<file path="src/rtl/sync_memory_unit_pkg.sv">
// sync_memory_unit_pkg
//   Shared types and helpers for the sync_memory_unit slice: clear-sequencer
//   state encoding, access opcode values and an even-parity helper.
//   The parity helper is used only when SYNC_MEMORY_UNIT_PARITY_EN is defined.
package sync_memory_unit_pkg;

    typedef enum logic {
        IDLE  = 1'b0,
        CLEAR = 1'b1
    } state_e;

    localparam logic OP_READ  = 1'b0;
    localparam logic OP_WRITE = 1'b1;

    // Widest word the parity helper accepts; callers zero-extend, which does
    // not change the parity.
    localparam int PAR_MAX_W = 256;

    // Even parity bit: makes the total count of ones (data + bit) even.
    function automatic logic even_parity(input logic [PAR_MAX_W-1:0] data);
        return ^data;
    endfunction

endpackage

</file>
<file path="src/rtl/sync_memory_unit_if.sv">
// sync_memory_unit_if
//   Access/debug bundle between the datapath bus (master) and the memory
//   unit (slave).
//   master drives : req, op, address, in_bus, clear [, inject_err]
//   slave drives  : ready, out_bus, out_valid, stored_value [, parity_err]
//   The bracketed signals exist only with SYNC_MEMORY_UNIT_PARITY_EN defined.
interface sync_memory_unit_if #(
    parameter int WIDTH  = 8,
    parameter int DEPTH  = 8,
    parameter int ADDR_W = $clog2(DEPTH)
);
    logic                   req;
    logic                   op;
    logic [ADDR_W-1:0]      address;
    logic [WIDTH-1:0]       in_bus;
    logic                   clear;
    logic                   ready;
    logic [WIDTH-1:0]       out_bus;
    logic                   out_valid;
    logic [DEPTH*WIDTH-1:0] stored_value;
`ifdef SYNC_MEMORY_UNIT_PARITY_EN
    logic                   inject_err;
    logic                   parity_err;

    modport master (
        output req, op, address, in_bus, clear, inject_err,
        input  ready, out_bus, out_valid, stored_value, parity_err
    );
    modport slave (
        input  req, op, address, in_bus, clear, inject_err,
        output ready, out_bus, out_valid, stored_value, parity_err
    );
`else
    modport master (
        output req, op, address, in_bus, clear,
        input  ready, out_bus, out_valid, stored_value
    );
    modport slave (
        input  req, op, address, in_bus, clear,
        output ready, out_bus, out_valid, stored_value
    );
`endif
endinterface

</file>
<file path="src/rtl/sync_memory_unit_mem_clear_fsm.sv">
// mem_clear_fsm
//   Clear sequencer for sync_memory_unit: on clear in IDLE it walks an
//   address counter 0..DEPTH-1, one word per cycle, then returns to IDLE.
//   Ports:
//     clk, rst_n    clock, async active-low reset
//     clear_i       start sweep (looked at in IDLE only)
//     ready_o       1 in IDLE (port may accept req/clear)
//     sweep_we_o    1 while sweeping: write CLEAR_VAL at sweep_addr_o
//     sweep_addr_o  word being cleared this cycle
//
//   state | meaning
//   ------+-------------------------------------------------------------
//   IDLE  | port open; clear_i starts a sweep at counter 0
//   CLEAR | word[counter] cleared each edge; leaves after word DEPTH-1
module mem_clear_fsm
    import sync_memory_unit_pkg::*;
#(
    parameter int DEPTH  = 8,
    parameter int ADDR_W = $clog2(DEPTH)
) (
    input  logic              clk,
    input  logic              rst_n,
    input  logic              clear_i,
    output logic              ready_o,
    output logic              sweep_we_o,
    output logic [ADDR_W-1:0] sweep_addr_o
);
    localparam logic [ADDR_W-1:0] LAST_ADDR = ADDR_W'(DEPTH - 1);

    state_e            state_q;
    logic [ADDR_W-1:0] cnt_q;

    always_ff @(posedge clk or negedge rst_n) begin
        if (!rst_n) begin
            state_q <= IDLE;
            cnt_q   <= '0;
        end else begin
            unique case (state_q)
                IDLE: begin
                    if (clear_i) begin
                        state_q <= CLEAR;
                        cnt_q   <= '0;
                    end
                end
                CLEAR: begin
                    if (cnt_q == LAST_ADDR) begin
                        state_q <= IDLE;
                        cnt_q   <= '0;
                    end else begin
                        cnt_q <= cnt_q + ADDR_W'(1);
                    end
                end
            endcase
        end
    end

    assign ready_o      = (state_q == IDLE);
    assign sweep_we_o   = (state_q == CLEAR);
    assign sweep_addr_o = cnt_q;

endmodule

</file>
<file path="src/rtl/sync_memory_unit.sv">
// sync_memory_unit
//   DEPTH x WIDTH synchronous memory with a single shared read/write port,
//   registered read data with a one-cycle valid strobe, a built-in clear
//   sweep and a flat debug view of every stored word.
//   Ports:
//     clk, rst_n  clock, async active-low reset (all words reset to 0)
//     bus         sync_memory_unit_if.slave: req/op/address/in_bus/clear in,
//                 ready/out_bus/out_valid/stored_value out
//   Optional: SYNC_MEMORY_UNIT_PARITY_EN adds a per-word even-parity bit,
//   bus.inject_err (store parity inverted on write) and bus.parity_err
//   (flagged with out_valid on a mismatching read).
module sync_memory_unit
    import sync_memory_unit_pkg::*;
#(
    parameter int               WIDTH     = 8,
    parameter int               DEPTH     = 8,
    parameter int               ADDR_W    = $clog2(DEPTH),
    parameter logic [WIDTH-1:0] CLEAR_VAL = {WIDTH{1'b0}}
) (
    input logic              clk,
    input logic              rst_n,
    sync_memory_unit_if.slave bus
);
    localparam logic [ADDR_W:0] DEPTH_EXT = (ADDR_W + 1)'(DEPTH);

    logic              ready;
    logic              sweep_we;
    logic [ADDR_W-1:0] sweep_addr;

    mem_clear_fsm #(
        .DEPTH (DEPTH),
        .ADDR_W(ADDR_W)
    ) u_clear_fsm (
        .clk         (clk),
        .rst_n       (rst_n),
        .clear_i     (bus.clear),
        .ready_o     (ready),
        .sweep_we_o  (sweep_we),
        .sweep_addr_o(sweep_addr)
    );

    logic [WIDTH-1:0] mem_q [DEPTH];
    logic [WIDTH-1:0] out_bus_q;
    logic [WIDTH-1:0] out_bus_d;
    logic             out_valid_q;
    logic             in_range;
    logic             wr_acc;
    logic             rd_acc;

    // Only matters for non-power-of-two DEPTH; otherwise constant 1.
    assign in_range = ({1'b0, bus.address} < DEPTH_EXT);

    // clear wins over a same-cycle req, which is dropped.
    assign wr_acc = ready & ~bus.clear & bus.req & (bus.op == OP_WRITE) & in_range;
    assign rd_acc = ready & ~bus.clear & bus.req & (bus.op == OP_READ);

    // Out-of-range reads still complete, returning zero.
    assign out_bus_d = rd_acc ? (in_range ? mem_q[bus.address] : '0) : out_bus_q;

    always_ff @(posedge clk or negedge rst_n) begin
        if (!rst_n) begin
            for (int j = 0; j < DEPTH; j++) begin
                mem_q[j] <= '0;
            end
            out_bus_q   <= '0;
            out_valid_q <= 1'b0;
        end else begin
            out_bus_q   <= out_bus_d;
            out_valid_q <= rd_acc;
            if (sweep_we) begin
                mem_q[sweep_addr] <= CLEAR_VAL;
            end else if (wr_acc) begin
                mem_q[bus.address] <= bus.in_bus;
            end
        end
    end

`ifdef SYNC_MEMORY_UNIT_PARITY_EN
    function automatic logic word_parity(input logic [WIDTH-1:0] d);
        logic [PAR_MAX_W-1:0] ext;
        ext            = '0;
        ext[WIDTH-1:0] = d;
        return even_parity(ext);
    endfunction

    logic par_q [DEPTH];
    logic parity_err_q;

    always_ff @(posedge clk or negedge rst_n) begin
        if (!rst_n) begin
            // Parity of an all-zero word is 0, consistent with the data reset.
            for (int j = 0; j < DEPTH; j++) begin
                par_q[j] <= 1'b0;
            end
            parity_err_q <= 1'b0;
        end else begin
            parity_err_q <= rd_acc & in_range &
                            (par_q[bus.address] != word_parity(mem_q[bus.address]));
            if (sweep_we) begin
                par_q[sweep_addr] <= word_parity(CLEAR_VAL);
            end else if (wr_acc) begin
                par_q[bus.address] <= word_parity(bus.in_bus) ^ bus.inject_err;
            end
        end
    end

    assign bus.parity_err = parity_err_q;
`endif

    assign bus.ready     = ready;
    assign bus.out_bus   = out_bus_q;
    assign bus.out_valid = out_valid_q;

    for (genvar g = 0; g < DEPTH; g++) begin : g_flat
        assign bus.stored_value[g*WIDTH +: WIDTH] = mem_q[g];
    end

endmodule

</file>
<file path="src/flat_wrapper.sv">
// flat-port wrapper written by rule: the top's interface ports become plain ports
module sync_memory_unit_flat import sync_memory_unit_pkg::*;
#(
    parameter int               WIDTH     = 8,
    parameter int               DEPTH     = 8,
    parameter int               ADDR_W    = $clog2(DEPTH),
    parameter logic [WIDTH-1:0] CLEAR_VAL = {WIDTH{1'b0}}
)
  (clk, rst_n, bus_req, bus_op, bus_address, bus_in_bus, bus_clear, bus_ready, bus_out_bus, bus_out_valid, bus_stored_value);
  sync_memory_unit_if #(.WIDTH(WIDTH), .DEPTH(DEPTH), .ADDR_W(ADDR_W)) bus_i ();
  input logic clk;
  input logic rst_n;
  input wire logic [$bits(bus_i.req)-1:0] bus_req;
  input wire logic [$bits(bus_i.op)-1:0] bus_op;
  input wire logic [$bits(bus_i.address)-1:0] bus_address;
  input wire logic [$bits(bus_i.in_bus)-1:0] bus_in_bus;
  input wire logic [$bits(bus_i.clear)-1:0] bus_clear;
  output wire logic [$bits(bus_i.ready)-1:0] bus_ready;
  output wire logic [$bits(bus_i.out_bus)-1:0] bus_out_bus;
  output wire logic [$bits(bus_i.out_valid)-1:0] bus_out_valid;
  output wire logic [$bits(bus_i.stored_value)-1:0] bus_stored_value;
  assign bus_i.req = bus_req;
  assign bus_i.op = bus_op;
  assign bus_i.address = bus_address;
  assign bus_i.in_bus = bus_in_bus;
  assign bus_i.clear = bus_clear;
  assign bus_ready = bus_i.ready;
  assign bus_out_bus = bus_i.out_bus;
  assign bus_out_valid = bus_i.out_valid;
  assign bus_stored_value = bus_i.stored_value;
  sync_memory_unit #(.WIDTH(WIDTH), .DEPTH(DEPTH), .ADDR_W(ADDR_W), .CLEAR_VAL(CLEAR_VAL)) u_core (.clk(clk), .rst_n(rst_n), .bus(bus_i));
endmodule
</file>
<file path="config.mk">
export PLATFORM = sky130hd
export DESIGN_NAME = sync_memory_unit_flat
export DESIGN_NICKNAME = d
export VERILOG_FILES = /design/src/rtl/sync_memory_unit_pkg.sv /design/src/rtl/sync_memory_unit_if.sv /design/src/rtl/sync_memory_unit_mem_clear_fsm.sv /design/src/rtl/sync_memory_unit.sv /design/src/flat_wrapper.sv
export SDC_FILE = /design/constraint.sdc
export NUM_CORES = 1
export LEC_CHECK = 0
export ABC_AREA = 1
export BUFFER_PORTS_ARGS = -buffer_cell sky130_fd_sc_hd__buf_2
export CAP_MARGIN = 0
export CELL_PAD_IN_SITES_DETAIL_PLACEMENT = 1
export CELL_PAD_IN_SITES_GLOBAL_PLACEMENT = 1
export CORE_MARGIN = 2
export CORE_UTILIZATION = 42
export DETAILED_ROUTE_END_ITERATION = 8
export PLACE_DENSITY_LB_ADDON = 0.1
export SYNTH_ARGS = -nofsm -noshare
export SYNTH_HDL_FRONTEND = slang
export SYNTH_HIERARCHICAL = 1
export SYNTH_SLANG_ARGS = --single-unit
</file>
<file path="constraint.sdc">
create_clock -name clk -period 3.6 [get_ports clk]
set_clock_uncertainty 0.1 [all_clocks]
set_input_delay 0.36 -clock clk [delete_from_list [all_inputs] [get_ports clk]]
set_output_delay 0.36 -clock clk [all_outputs]
set_load 0.005 [all_outputs]
</file>
==> flow_metrics.tcl <==
set metrics [dict create \
    run_status "completed" \
    grt_overflow 0 \
    finalPower_mw 2.01 \
    cap_violations 0 \
    antenna_cells 0 \
    dr.pass1.iters 4 \
    area_delta_synth_final_pct 16.6 \
    max_slew_margin_pct 33.1 \
    critPathLaunchType "flip-flop" \
    wl_um 13400 \
    reg2reg_from "u_core/u_clear_fsm/sweep_we_o$_DFF_PN0_" \
    cts_setup_buffers 0 \
    postCtsHoldBufs 0 \
    worstMarginPinSlew_ns 1.00 \
    numCtsBuffers 9 \
    path_max_fanout 10 \
    row_count 35 \
    antenna_found_initial 0 \
    layout.cells.non_filler 757 \
    cts_buffer_depth 2 \
    gp_routability_congestion 0.868 \
    hold_violations 0 \
    endpoint_kind "flip-flop" \
    dieArea_um2 10500 \
    swShare_pct 34.0 \
    holdWs_ns 0.0675 \
    finalCritPeriodShare_pct 50.9 \
    cts_tree "done" \
    initial_core_util_pct 43.7 \
    avgViaCountPerCell 5.17 \
    place_hpwl_um 9260 \
    seq_power_share_pct 47.5 \
    grt_usage_pct 26.9 \
    tns_ns 0 \
    synthCells 543 \
    hold_class "in -> async" \
    yosysWarnings 6 \
    post_cts_resized 0 \
    power_frac_clock_pct 33.9 \
    layout.nets 642 \
    grt_pass1_wl_um 21200 \
    use_met1_pct 37.0 \
    core_area_um2 9280 \
    place_inst 741 \
    clkTransAtPathRegs_ns 0.09 \
    grt_max_degree 78 \
    ant_nets 0 \
    die_y_um 102 \
    ios 90 \
    cellPowerDensity_nw_per_um2 426 \
    crit_start "u_core/u_clear_fsm/sweep_we_o$_DFF_PN0_" \
    fin_util_pct 50.9 \
    clock_sinks 77 \
    criticalPathCategory "reg -> reg" \
    drc_errors 0 \
    worstPathArrival_ns 1.97 \
    crit_required_ns 3.74 \
    slew_violations 0 \
    regToRegSetupSlack_ns 1.77 \
    leakage_nw 2.96 \
    htreeDepth 3 \
    top_usage_layer "met2" \
    p_comb_share_pct 18.5 \
    avgRoutedWirePerCell_um 17.7 \
    irDropWorstVdd_v 0.000227 \
    grt_use_met2_pct 43.6 \
    synth.net_count 562 \
    cts_root_buf "clkbuf_8" \
    ys_seq_area_share_pct 47.5 \
    met3_usage_pct 3.49 \
    drive_gt1_share_pct 20.5 \
    crit_path_end "u_core/bus.out_bus[6]$_DFFE_PN0P_" \
    vias 3914 \
    rsz0062_at_grt "false" \
    drt-initial-drc-count 108 \
    ys_ff_latch 77 \
    port_buffers 89 \
    cell_internal_pwr_mw 1.33 \
    synth_area_per_cell_um2 7.47 \
    timing.rr.end "u_core/bus.out_bus[6]$_DFFE_PN0P_" \
    period_needed_ns 1.83 \
    die_width_um 102 \
    reg2reg_depth 6 \
    grt_pass1_vias 3953 \
    setup_viol 0 \
    syn_area_um2 4050 \
    max_freq_mhz 546 \
    switchingPower_mw 0.684 \
    clkLatencyLatePin_ns 0.35 \
    synth_cell_types 20 \
]
-- cells in the mapped netlist, drive strengths merged --
library cell,count,share of area (%)
nand3,66,8.5
buf,19,3.4
dfrtp,77,48
ha,3,0.93
nand4,8,4.2
inv,14,1.5
clkinv,6,1.0
clkbuf,2,0.19
nand2,339,31
a21oi,1,0.12
nor2,8,1.3
-- critical path, stage by stage, from the launching register on --
cell and delay (ns):
dfrtp_1 0.48, inv_1 0.15, nand3_4 0.12, nor2_2 0.40
inv_1 0.28, nand2_1 0.13, nand2_1 0.06
-- per-stage QoR --
stage | area, um2 | setup slack (ns)
4_1_cts | 4730 | 1.74
3_5_place_dp | 4530 | 1.51
5_1_grt | 4730 | 1.62
3_3_place_gp | 4530 | 1.60
6_report | 4730 | 1.77
2_1_floorplan | 4050 | 2.09
-- cells in the final DEF, fill, tap and decap left out --
cell,synthesis,layout
nor2_2,2,2
clkinvlp_4,0,2
inv_2,2,2
clkinv_2,3,4
inv_6,0,1
buf_2,4,88
a21oi_1,1,1
inv_1,9,9
nand2_2,1,1
nand3_1,65,65
nor2_8,1,1
clkinv_4,3,3
nor2_1,5,5
dfrtp_1,77,77
clkbuf_1,2,1
ha_1,3,3
buf_4,14,2
nand3_4,1,1
bufinv_16,0,1
inv_4,3,3
nand4_4,8,8
nand2_1,338,338
clkbuf_8,0,10
-- layout make-up --
type	count	area (um2)
fillers	1224	4560
multi-input cells	425	1880
clock inverters	5	58.8
clock buffers	11	141
flip-flops and latches	77	1930
inverters	20	101
repair buffers	90	455
well taps	129	161
-- registers in the layout, summed over array words and instances (netlist names) --
signal                           flops
u_core/bus.stored_value             64
u_core/bus.out_bus                   8
u_core/u_clear_fsm/sweep_addr_o      3
u_core/bus.out_valid                 1
u_core/u_clear_fsm/sweep_we_o        1
-- routing by layer --
| metal | up-vias | share of wire (%) |
|---|---|---|
| li1 | 1857 | - |
| met1 | 1934 | 45 |
| met2 | 105 | 49 |
| met3 | 18 | 4.5 |
| met4 | 0 | 2.1 |
| met5 | - | 0 |
-- worst min path at each step --
stage | from | to | slack [ns] | cells past startpoint
2_1_floorplan | rst_n | u_core/bus.out_bus[0]$_DFFE_PN0P_ | -0.04 | 0
3_3_place_gp | u_core/bus.out_bus[3]$_DFFE_PN0P_ | u_core/bus.out_bus[3]$_DFFE_PN0P_ | 0.36 | 2
3_5_place_dp | u_core/bus.out_bus[1]$_DFFE_PN0P_ | u_core/bus.out_bus[1]$_DFFE_PN0P_ | 0.36 | 2
4_1_cts | rst_n | u_core/bus.stored_value[3]$_DFFE_PN0P_ | 0.10 | 1
5_1_grt | rst_n | u_core/bus.stored_value[12]$_DFFE_PN0P_ | 0.13 | 1
6_report | rst_n | u_core/bus.stored_value[12]$_DFFE_PN0P_ | 0.07 | 1
-- power by group through the flow --
stage / registers, mW / clock network, mW / logic [mW]
final: 0.956 / 0.683 / 0.373
after global routing: 0.966 / 0.741 / 0.417
after CTS: 0.956 / 0.702 / 0.371
after detailed placement: 0.972 / 0 / 0.368
after global placement: 0.971 / 0 / 0.352
after floorplan: 0.960 / 0 / 0.239
-- cell families after synthesis --
kind of cell	Yosys count	synth area share, %
AO/OA/AOI/OAI	1	0.123
adder cells (fa/ha/maj)	3	0.926
flip-flops	77	47.5
AND/OR/NAND/NOR	421	45.4
buffers and inverters	41	6.05
(Power assumes the default switching activity.)
